### config.mk
export PLATFORM = sky130hd
export DESIGN_NAME = acc_seq_ctrl_flat
export DESIGN_NICKNAME = d
export VERILOG_FILES = /design/src/rtl/acc_seq_ctrl_if.sv /design/src/rtl/acc_seq_ctrl.sv /design/src/flat_wrapper.sv
export SDC_FILE = /design/constraint.sdc
export NUM_CORES = 1
export LEC_CHECK = 0
export BUFFER_PORTS_ARGS = -buffer_cell sky130_fd_sc_hd__buf_2
export CAP_MARGIN = 20
export CORE_ASPECT_RATIO = 0.8
export CORE_UTILIZATION = 47
export CTS_CLUSTER_SIZE = 16
export DETAILED_ROUTE_END_ITERATION = 8
export MAX_ROUTING_LAYER = met4
export PLACE_DENSITY = 0.78
export RECOVER_POWER = 100
export REMOVE_ABC_BUFFERS = 1
export SYNTH_ARGS = -nofsm -noshare
export SYNTH_HDL_FRONTEND = slang
export SYNTH_SLANG_ARGS = --single-unit
### constraint.sdc
create_clock -name clk -period 3.27 [get_ports clk]
set_clock_uncertainty 0.2 [all_clocks]
set_input_delay 0.327 -clock clk [delete_from_list [all_inputs] [get_ports clk]]
set_output_delay 0.327 -clock clk [all_outputs]
set_load 0.01 [all_outputs]
### src/rtl/acc_seq_ctrl_if.sv
// Tree-beat, accumulator-control and result-port bundle around acc_seq_ctrl.
// master = the controller, slave = tree/accumulator/downstream side.
interface acc_seq_ctrl_if #(
  parameter int ACC_W = 32
);
  logic             tree_valid_i;
  logic             tree_ready_o;
  logic             acc_en_o;
  logic             acc_sel_o;
  logic [ACC_W-1:0] acc_data_i;
  logic             res_valid_o;
  logic             res_ready_i;
  logic [ACC_W-1:0] res_data_o;

  modport master (
    input  tree_valid_i, acc_data_i, res_ready_i,
    output tree_ready_o, acc_en_o, acc_sel_o, res_valid_o, res_data_o
  );

  modport slave (
    output tree_valid_i, acc_data_i, res_ready_i,
    input  tree_ready_o, acc_en_o, acc_sel_o, res_valid_o, res_data_o
  );
endinterface

### src/rtl/acc_seq_ctrl.sv
// Sequencing controller for the tile accumulator: counts N tree beats per job,
// steers the accumulator clear/add select and presents the sum on a valid/ready port.
module acc_seq_ctrl #(
  parameter int CNT_W = 16,
  parameter int ACC_W = 32
) (
  input  logic             clk,
  input  logic             rst_i,
  input  logic             start_i,
  input  logic [CNT_W-1:0] num_tiles_i,
  input  logic             abort_i,
  output logic             busy_o,
  output logic             err_o,
  output logic             done_o,
  acc_seq_ctrl_if.master   bus
);

  typedef enum logic [1:0] {
    IDLE  = 2'd0,
    ACCUM = 2'd1,
    DONE  = 2'd2
  } state_e;

  state_e           state_q, state_d;
  logic [CNT_W-1:0] beatCnt_q, beatCnt_d;
  logic [CNT_W-1:0] numTiles_q, numTiles_d;
  logic [CNT_W-1:0] lastBeat;

  // Index of the final beat; a latched count of zero never reaches ACCUM.
  assign lastBeat = numTiles_q - CNT_W'(1);
  assign busy_o   = (state_q != IDLE);

  always_ff @(posedge clk or posedge rst_i) begin
    if (rst_i) begin
      state_q    <= IDLE;
      beatCnt_q  <= '0;
      numTiles_q <= '0;
    end else begin
      state_q    <= state_d;
      beatCnt_q  <= beatCnt_d;
      numTiles_q <= numTiles_d;
    end
  end

  always_comb begin
    state_d          = state_q;
    beatCnt_d        = beatCnt_q;
    numTiles_d       = numTiles_q;
    bus.tree_ready_o = 1'b0;
    bus.acc_en_o     = 1'b0;
    bus.acc_sel_o    = 1'b0;
    bus.res_valid_o  = 1'b0;
    bus.res_data_o   = '0;
    err_o            = 1'b0;
    done_o           = 1'b0;

    // Abort wins over every other event and silences all strobes this cycle.
    if (abort_i) begin
      state_d   = IDLE;
      beatCnt_d = '0;
    end else begin
      unique case (state_q)
        IDLE: begin
          if (start_i) begin
            if (num_tiles_i == '0) begin
              err_o = 1'b1;
            end else begin
              numTiles_d = num_tiles_i;
              beatCnt_d  = '0;
              state_d    = ACCUM;
            end
          end
        end

        ACCUM: begin
          bus.tree_ready_o = 1'b1;
          bus.acc_sel_o    = (beatCnt_q != '0);
          if (bus.tree_valid_i) begin
            bus.acc_en_o = 1'b1;
            beatCnt_d    = beatCnt_q + CNT_W'(1);
            if (beatCnt_q == lastBeat) begin
              state_d = DONE;
            end
          end
        end

        DONE: begin
          bus.res_valid_o = 1'b1;
          bus.res_data_o  = bus.acc_data_i;
          // A start on the handshake cycle chains the next job without an idle gap.
          if (bus.res_ready_i) begin
            done_o  = 1'b1;
            state_d = IDLE;
            if (start_i) begin
              if (num_tiles_i == '0) begin
                err_o = 1'b1;
              end else begin
                numTiles_d = num_tiles_i;
                beatCnt_d  = '0;
                state_d    = ACCUM;
              end
            end
          end
        end

        default: begin
          state_d   = IDLE;
          beatCnt_d = '0;
        end
      endcase
    end
  end

endmodule

### src/flat_wrapper.sv
// flat-port wrapper written by rule: the top's interface ports become plain ports
module acc_seq_ctrl_flat 
#(
  parameter int CNT_W = 16,
  parameter int ACC_W = 32
)
  (clk, rst_i, start_i, num_tiles_i, abort_i, busy_o, err_o, done_o, bus_tree_valid_i, bus_acc_data_i, bus_res_ready_i, bus_tree_ready_o, bus_acc_en_o, bus_acc_sel_o, bus_res_valid_o, bus_res_data_o);
  acc_seq_ctrl_if #(.ACC_W(ACC_W)) bus_i ();
  input  logic clk;
  input  logic rst_i;
  input  logic start_i;
  input  logic [CNT_W-1:0] num_tiles_i;
  input  logic abort_i;
  output logic busy_o;
  output logic err_o;
  output logic done_o;
  input wire logic [$bits(bus_i.tree_valid_i)-1:0] bus_tree_valid_i;
  input wire logic [$bits(bus_i.acc_data_i)-1:0] bus_acc_data_i;
  input wire logic [$bits(bus_i.res_ready_i)-1:0] bus_res_ready_i;
  output wire logic [$bits(bus_i.tree_ready_o)-1:0] bus_tree_ready_o;
  output wire logic [$bits(bus_i.acc_en_o)-1:0] bus_acc_en_o;
  output wire logic [$bits(bus_i.acc_sel_o)-1:0] bus_acc_sel_o;
  output wire logic [$bits(bus_i.res_valid_o)-1:0] bus_res_valid_o;
  output wire logic [$bits(bus_i.res_data_o)-1:0] bus_res_data_o;
  assign bus_i.tree_valid_i = bus_tree_valid_i;
  assign bus_i.acc_data_i = bus_acc_data_i;
  assign bus_i.res_ready_i = bus_res_ready_i;
  assign bus_tree_ready_o = bus_i.tree_ready_o;
  assign bus_acc_en_o = bus_i.acc_en_o;
  assign bus_acc_sel_o = bus_i.acc_sel_o;
  assign bus_res_valid_o = bus_i.res_valid_o;
  assign bus_res_data_o = bus_i.res_data_o;
  acc_seq_ctrl #(.CNT_W(CNT_W), .ACC_W(ACC_W)) u_core (.clk(clk), .rst_i(rst_i), .start_i(start_i), .num_tiles_i(num_tiles_i), .abort_i(abort_i), .busy_o(busy_o), .err_o(err_o), .done_o(done_o), .bus(bus_i));
endmodule
==> results of run 1 <==
[per-stage QoR]
stage | hold slack, ns | total power, mW | area [um^2]
final | 0.0682 | 1.18 | 2950
after global routing | 0.0738 | 1.24 | 2950
after detailed placement | 0.289 | 0.818 | 2890
after global placement | 0.258 | 0.806 | 2890
after floorplan | 0.235 | 0.721 | 2310
after CTS | 0.0689 | 1.19 | 3010
[per-layer routing]
layer | wire length, um | track usage [%] | part of all wire [%] | vias up
met4 | 71 | 7.59 | 1.1 | 0
met5 | 0 | - | 0 | -
li1 | - | - | - | 1160
met1 | 2960 | 36.0 | 46 | 1101
met3 | 356 | 4.31 | 5.5 | 5
met2 | 3080 | 40.7 | 48 | 93
[cells by family (layout without fill, tap and decap cells)]
group,after synthesis,count (layout),synth area share (%)
AND/OR/NAND/NOR,120,120,28.6
AO/OA/AOI/OAI,58,58,15.5
flip-flops,34,34,35.8
buffers and inverters,25,116,4.16
XOR/XNOR,21,21,7.74
multiplexers,14,14,6.64
adder cells (fa/ha/maj),3,3,1.58
[final cells by class]
class	count	area, um^2	area share [%]
repair buffers	98	460	15.6
multi-input cells	216	1420	48.0
inverters	10	37.5	1.27
clock buffers	8	110	3.73
flip-flops and latches	34	851	28.9
well taps	60	75.1	2.55
[report_power, final]
part           internal [mW]  switching (mW)  total, mW  leakage (nW)
sequential             0.466          0.0644      0.530         0.439
combinational          0.140           0.136      0.277         0.811
clock                  0.213           0.157      0.370        0.0575
[placed cells by master, fill, tap and decap left out, types with 7 or more instances in the layout]
cell type and n:
dfrtp_1 34, and2_0 13, nor4_1 7, xnor2_1 13, clkbuf_1 30, o21ai_0 32
clkbuf_8 8, nand3_1 9, o31ai_1 7, buf_2 66, nand4_1 8, nor2_1 16
and2_1 23, mux2_2 14, xor2_1 8, inv_1 10, nand2_1 20
[sequential cells by signal (all words and copies together) (netlist names)]
register / count
u_core.beatCnt_q: 16
u_core.numTiles_q: 16
u_core.state_q: 2
[path summary, 6_finish.rpt]
kind                                              startpoint                           endpoint  slack [ns]  cells after the start
min in group asynchronous                              rst_i   u_core.beatCnt_q[11]$_DFFE_PP0P_        0.50                      3
max in group asynchronous                              rst_i    u_core.beatCnt_q[0]$_DFFE_PP0P_        1.13                      4
setup reg to reg            u_core.numTiles_q[0]$_DFFE_PP0P_      u_core.state_q[0]$_DFFE_PP0P_        0.53                      8
setup / recovery            u_core.numTiles_q[0]$_DFFE_PP0P_      u_core.state_q[0]$_DFFE_PP0P_        0.53                      8
hold reg to reg            u_core.numTiles_q[15]$_DFFE_PP0P_  u_core.numTiles_q[15]$_DFFE_PP0P_        0.33                      1
hold / removal                               bus_res_ready_i      u_core.state_q[1]$_DFFE_PP0P_        0.07                      2
==> impl_metrics.tcl, run 1 <==
set metrics [dict create \
    maxCapViolCount 0 \
    cts_tree "built" \
    yosysWarningCount 0 \
    synth_cell_type_count 39 \
    p_leak_nw 1.31 \
    die_y_um 65.6 \
    netlist_area_mm2 0.00238 \
    grt_pass1_wl_mm 10.4 \
    worstPathMaxFanout 4 \
    synthFlopType "dfrtp_1" \
    grt_max_degree 36 \
    vias_per_cell 5.54 \
    num_vias 2359 \
    cts_sinks 34 \
    grt_pass1_vias 2140 \
    cp_top_family "simple AND/OR/NAND/NOR gates" \
    synth_top_area_share_pct 35.8 \
    area_delta_synth_final_pct 24.1 \
    setup_tns_ns 0 \
    synth_edf_count 0 \
    antenna_left 0 \
    drc_errors 0 \
    hpwlAfterDp_mm 4.92 \
    max_slew_margin_pct 31.4 \
    grt_antenna_before_repair 0 \
    synth_top_area_cell "dfrtp_1" \
    cts-root-buf "clkbuf_8" \
    async_reset_ff_share_pct 100 \
    start_util_pct 50.5 \
    clkTransAtPathRegs_ns 0.07 \
    synthTopCellsByCount "and2_1, dfrtp_1, o21ai_0" \
    fin_ws_ns 0.529 \
    core_mm2 0.00471 \
    slew_violations 0 \
    n_antenna_cell 0 \
    drt-wirelength-per-cell_um 15.2 \
    cts.path.max_buffers 2 \
    final_cells 426 \
    die_w_um 81.5 \
    grt-ovfl-total 0 \
    critPathBufInv 1 \
    peakVddDrop_mv 0.217 \
    layout_min_cycle_time_ns 2.74 \
    period_share_pct 83.8 \
    fp.dieArea_mm2 0.00535 \
    worst_pin_slew_ns 1.03 \
    io_pins 93 \
    synth.ff_latch_count 34 \
    postSynthAreaPerCell_um2 8.64 \
    finalSetupViolations 0 \
    gp_congestion 0.879 \
    post-place-ws_ns 0.747 \
    cts-buffers-inserted 5 \
    synthCells 275 \
    core.rowCount 22 \
    track_usage_pct 26.5 \
    clk_latency_ns 0.29 \
    routed_wl_mm 6.46 \
    drt_iter0_drc 172 \
    crit_path_end_kind "flip-flop" \
    port_buffers 92 \
    cp-start-kind "flip-flop" \
    htreeDepth 2 \
    powerDensity_mw_per_mm2 399 \
    hold_buffers 1 \
    fillers 431 \
    ys_seq_area_share_pct 35.8 \
    setup.worst_path.class "flip-flop to flip-flop" \
    nets 422 \
    path_cells "inv_1, ha_1, nor4b_1, nand2_1, or3_1, a2111oi_4, nand4_1, a21o_1" \
    required_ns 3.26 \
    post_cts_buffers 0 \
    synth_most_common_cell "and2_1" \
    hold_viol 0 \
    outcome "finished, final reports clean" \
    max_freq_mhz 365 \
    firstDrtPassIters 4 \
    cp_slowest_stage_delay_ns 0.45 \
    cp_data_arrival_time_ns 2.73 \
    netlist_top_cells_area "dfrtp_1, and2_1, o21ai_0, mux2_2, xnor2_1" \
    cts_resized 0 \
    drive_above_1_share_pct 25.7 \
    min_path_type "input pin to flip-flop" \
    cp_slowest_cell "nor4b_1" \
    fin_util_pct 62.7 \
    rsz0062_at_grt "no" \
    dpl.cell_count 417 \
]
Note: power is estimated with default switching activity, not from simulation.
==> inputs of run 2 (changes only) <==
Settings changed: CORE_UTILIZATION 47 to 44, PLACE_DENSITY 0.78 to 0.76.
Clock period 3.27 ns to 2.4 ns, I/O delays scaled along.
==> impl_metrics.tcl, run 2 (synthesized netlist as in run 1, its figures left out) <==
set metrics [dict create \
    area_delta_synth_final_pct 35.3 \
    path_cells "nor3_4, nand3_2, o41a_1, a2111oi_4, nand4_1, a21o_1" \
    cts_tree "built" \
    finalPower_mw 1.66 \
    clk_latency_ns 0.29 \
    max_slew_margin_pct 42.4 \
    powerDensity_mw_per_mm2 517 \
    firstDrtPassIters 7 \
    grt-ovfl-total 0 \
    reg2regPathDepth 6 \
    maxCapViolCount 0 \
    holdPathStages 2 \
    min_path_type "input pin to flip-flop" \
    clkTransAtPathRegs_ns 0.06 \
    layout_common_cells "buf_2, dfrtp_1, o21ai_0" \
    start_util_pct 46.6 \
    gp_congestion 0.925 \
    drt_iter0_drc 151 \
    cp_slowest_stage_delay_ns 0.48 \
    min_to "u_core.numTiles_q[4]$_DFFE_PP0P_" \
    layout_min_cycle_time_ns 2.38 \
    hold_viol 0 \
    drc_errors 3 \
    cts-root-buf "clkbuf_8" \
    num_vias 2502 \
    top_regs "u_core.beatCnt_q (16), u_core.numTiles_q (16), u_core.state_q (2)" \
    p_sw_share_pct 33.2 \
    cp_slowest_cell "dfrtp_1" \
    die_w_um 84.2 \
    layout.cells.most_common "buf_2" \
    postPlaceCellArea_mm2 0.00296 \
    outcome "finished, violations left" \
    required_ns 2.37 \
    fp.dieArea_mm2 0.00570 \
    vias_per_cell 5.64 \
    core_mm2 0.00509 \
    max_freq_mhz 420 \
    crit_path_end_kind "flip-flop" \
    reg2reg_to "u_core.state_q[0]$_DFFE_PP0P_" \
    n_antenna_cell 0 \
    rsz0062_at_grt "yes" \
    slew_violations 0 \
    nets 440 \
    setup_tns_ns 0 \
    pwr-share-clk_pct 25.5 \
    antenna_left 0 \
    cts_sinks 34 \
    htreeDepth 2 \
    power.switching_mw 0.552 \
    cts.path.max_buffers 2 \
    track_usage_pct 25.1 \
    die_y_um 67.7 \
    grt_pass1_vias 2244 \
    core.rowCount 23 \
    failed_checks "DRC" \
    dpl.cell_count 427 \
    grt_max_degree 36 \
    worst_pin_slew_ns 0.864 \
    hp-start "num_tiles_i[4]" \
    cp_data_arrival_time_ns 2.36 \
    p_leak_nw 1.44 \
    postLayoutCellArea_mm2 0.00322 \
    rrSetupSlack_ns 0.02 \
    final_cells 444 \
    grt_antenna_before_repair 0 \
    pwr-share-seq_pct 45.3 \
    power_frac_comb_pct 29.3 \
    crit-reg2reg-launch "u_core.numTiles_q[5]$_DFFE_PP0P_" \
    cts-buffers-inserted 5 \
    finalSetupViolations 0 \
    fillers 422 \
    hpwlAfterDp_mm 5.06 \
    cp-start-kind "flip-flop" \
    routed_wl_mm 7.03 \
    setup.worst_path.class "flip-flop to flip-flop" \
    worstPathMaxFanout 6 \
    period_share_pct 99.3 \
    io_pins 93 \
    peakVddDrop_mv 0.203 \
    drt-wirelength-per-cell_um 15.8 \
    p_int_mw 1.11 \
    port_buffers 92 \
    grt_pass1_wl_mm 10.6 \
    drive_above_1_share_pct 33.8 \
]
-- run 2: cell count changes in the layout (fill, tap and decap cells not counted), moves of 3 or more --
cell / delta
clkbuf_1: -10
clkbuf_2: +3
buf_2: +6
buf_4: +13
dlygate4sd3_1: +6
nor3_4: +3
and2_1: -4
and2_0: +4
-- run 2: power groups by stage --
stage / registers (mW) / logic (mW) / clock network, mW
after floorplan: 0.711 / 0.272 / 0
after global placement: 0.731 / 0.393 / 0
after detailed placement: 0.734 / 0.406 / 0
after CTS: 0.739 / 0.435 / 0.431
after global routing: 0.762 / 0.529 / 0.448
final: 0.753 / 0.487 / 0.424
-- run 2: per-layer routing --
layer | track usage (%) | share of wire, % | up-vias
li1 | - | - | 1193
met1 | 30.3 | 41 | 1167
met2 | 43.8 | 51 | 125
met3 | 4.40 | 6.4 | 17
met4 | 7.54 | 1.3 | 0
met5 | - | 0 | -
-- run 2: cell type report --
type	count	area (um^2)	area share [%]
Timing Repair Buffer	116	626	19.5
Clock buffer	6	82.6	2.57
Inverter	10	37.5	1.17
Sequential cell	34	852	26.5
Tap cell	62	77.6	2.41
Multi-Input combinational cell	216	1540	47.9
-- run 2: metrics by stage --
step | setup slack, ns | hold WS (ns) | utilization (%)
floorplan | -0.151 | 0.148 | -
global placement | -0.0405 | 0.161 | 58.0
detailed placement | -0.197 | 0.159 | 58.0
CTS | 0.00134 | 0.000505 | 62.1
global route | -0.0720 | 0.00358 | 63.1
finish | 0.0179 | 0.00382 | 63.1
-- run 2: repair_timing --
item,4_1_cts,5_1_grt
resized for setup,7,16
hold buffers,7,0
buffers inserted,2,2
setup endpoints to repair,2,8
hold endpoints to repair,40,0
pin swaps,3,7
-- run 2: critical path: cells and delay by family (launching register included) --
| family | cells | cell delay, ns |
|---|---|---|
| AOI/OAI and AO/OA | 3 | 0.93 |
| and+or+nand+nor | 3 | 0.66 |
| DFF | 1 | 0.48 |
-- run 2: worst max-delay path by stage --
stage | startpoint | end | cells after the start
after global routing | u_core.numTiles_q[4]$_DFFE_PP0P_ | u_core.state_q[0]$_DFFE_PP0P_ | 6
final | u_core.numTiles_q[5]$_DFFE_PP0P_ | u_core.state_q[0]$_DFFE_PP0P_ | 6
after floorplan | u_core.state_q[0]$_DFFE_PP0P_ | bus_res_data_o[0] | 2
after CTS | u_core.numTiles_q[0]$_DFFE_PP0P_ | u_core.state_q[0]$_DFFE_PP0P_ | 7
after global placement | u_core.numTiles_q[0]$_DFFE_PP0P_ | u_core.state_q[0]$_DFFE_PP0P_ | 8
after detailed placement | u_core.numTiles_q[2]$_DFFE_PP0P_ | u_core.state_q[0]$_DFFE_PP0P_ | 7
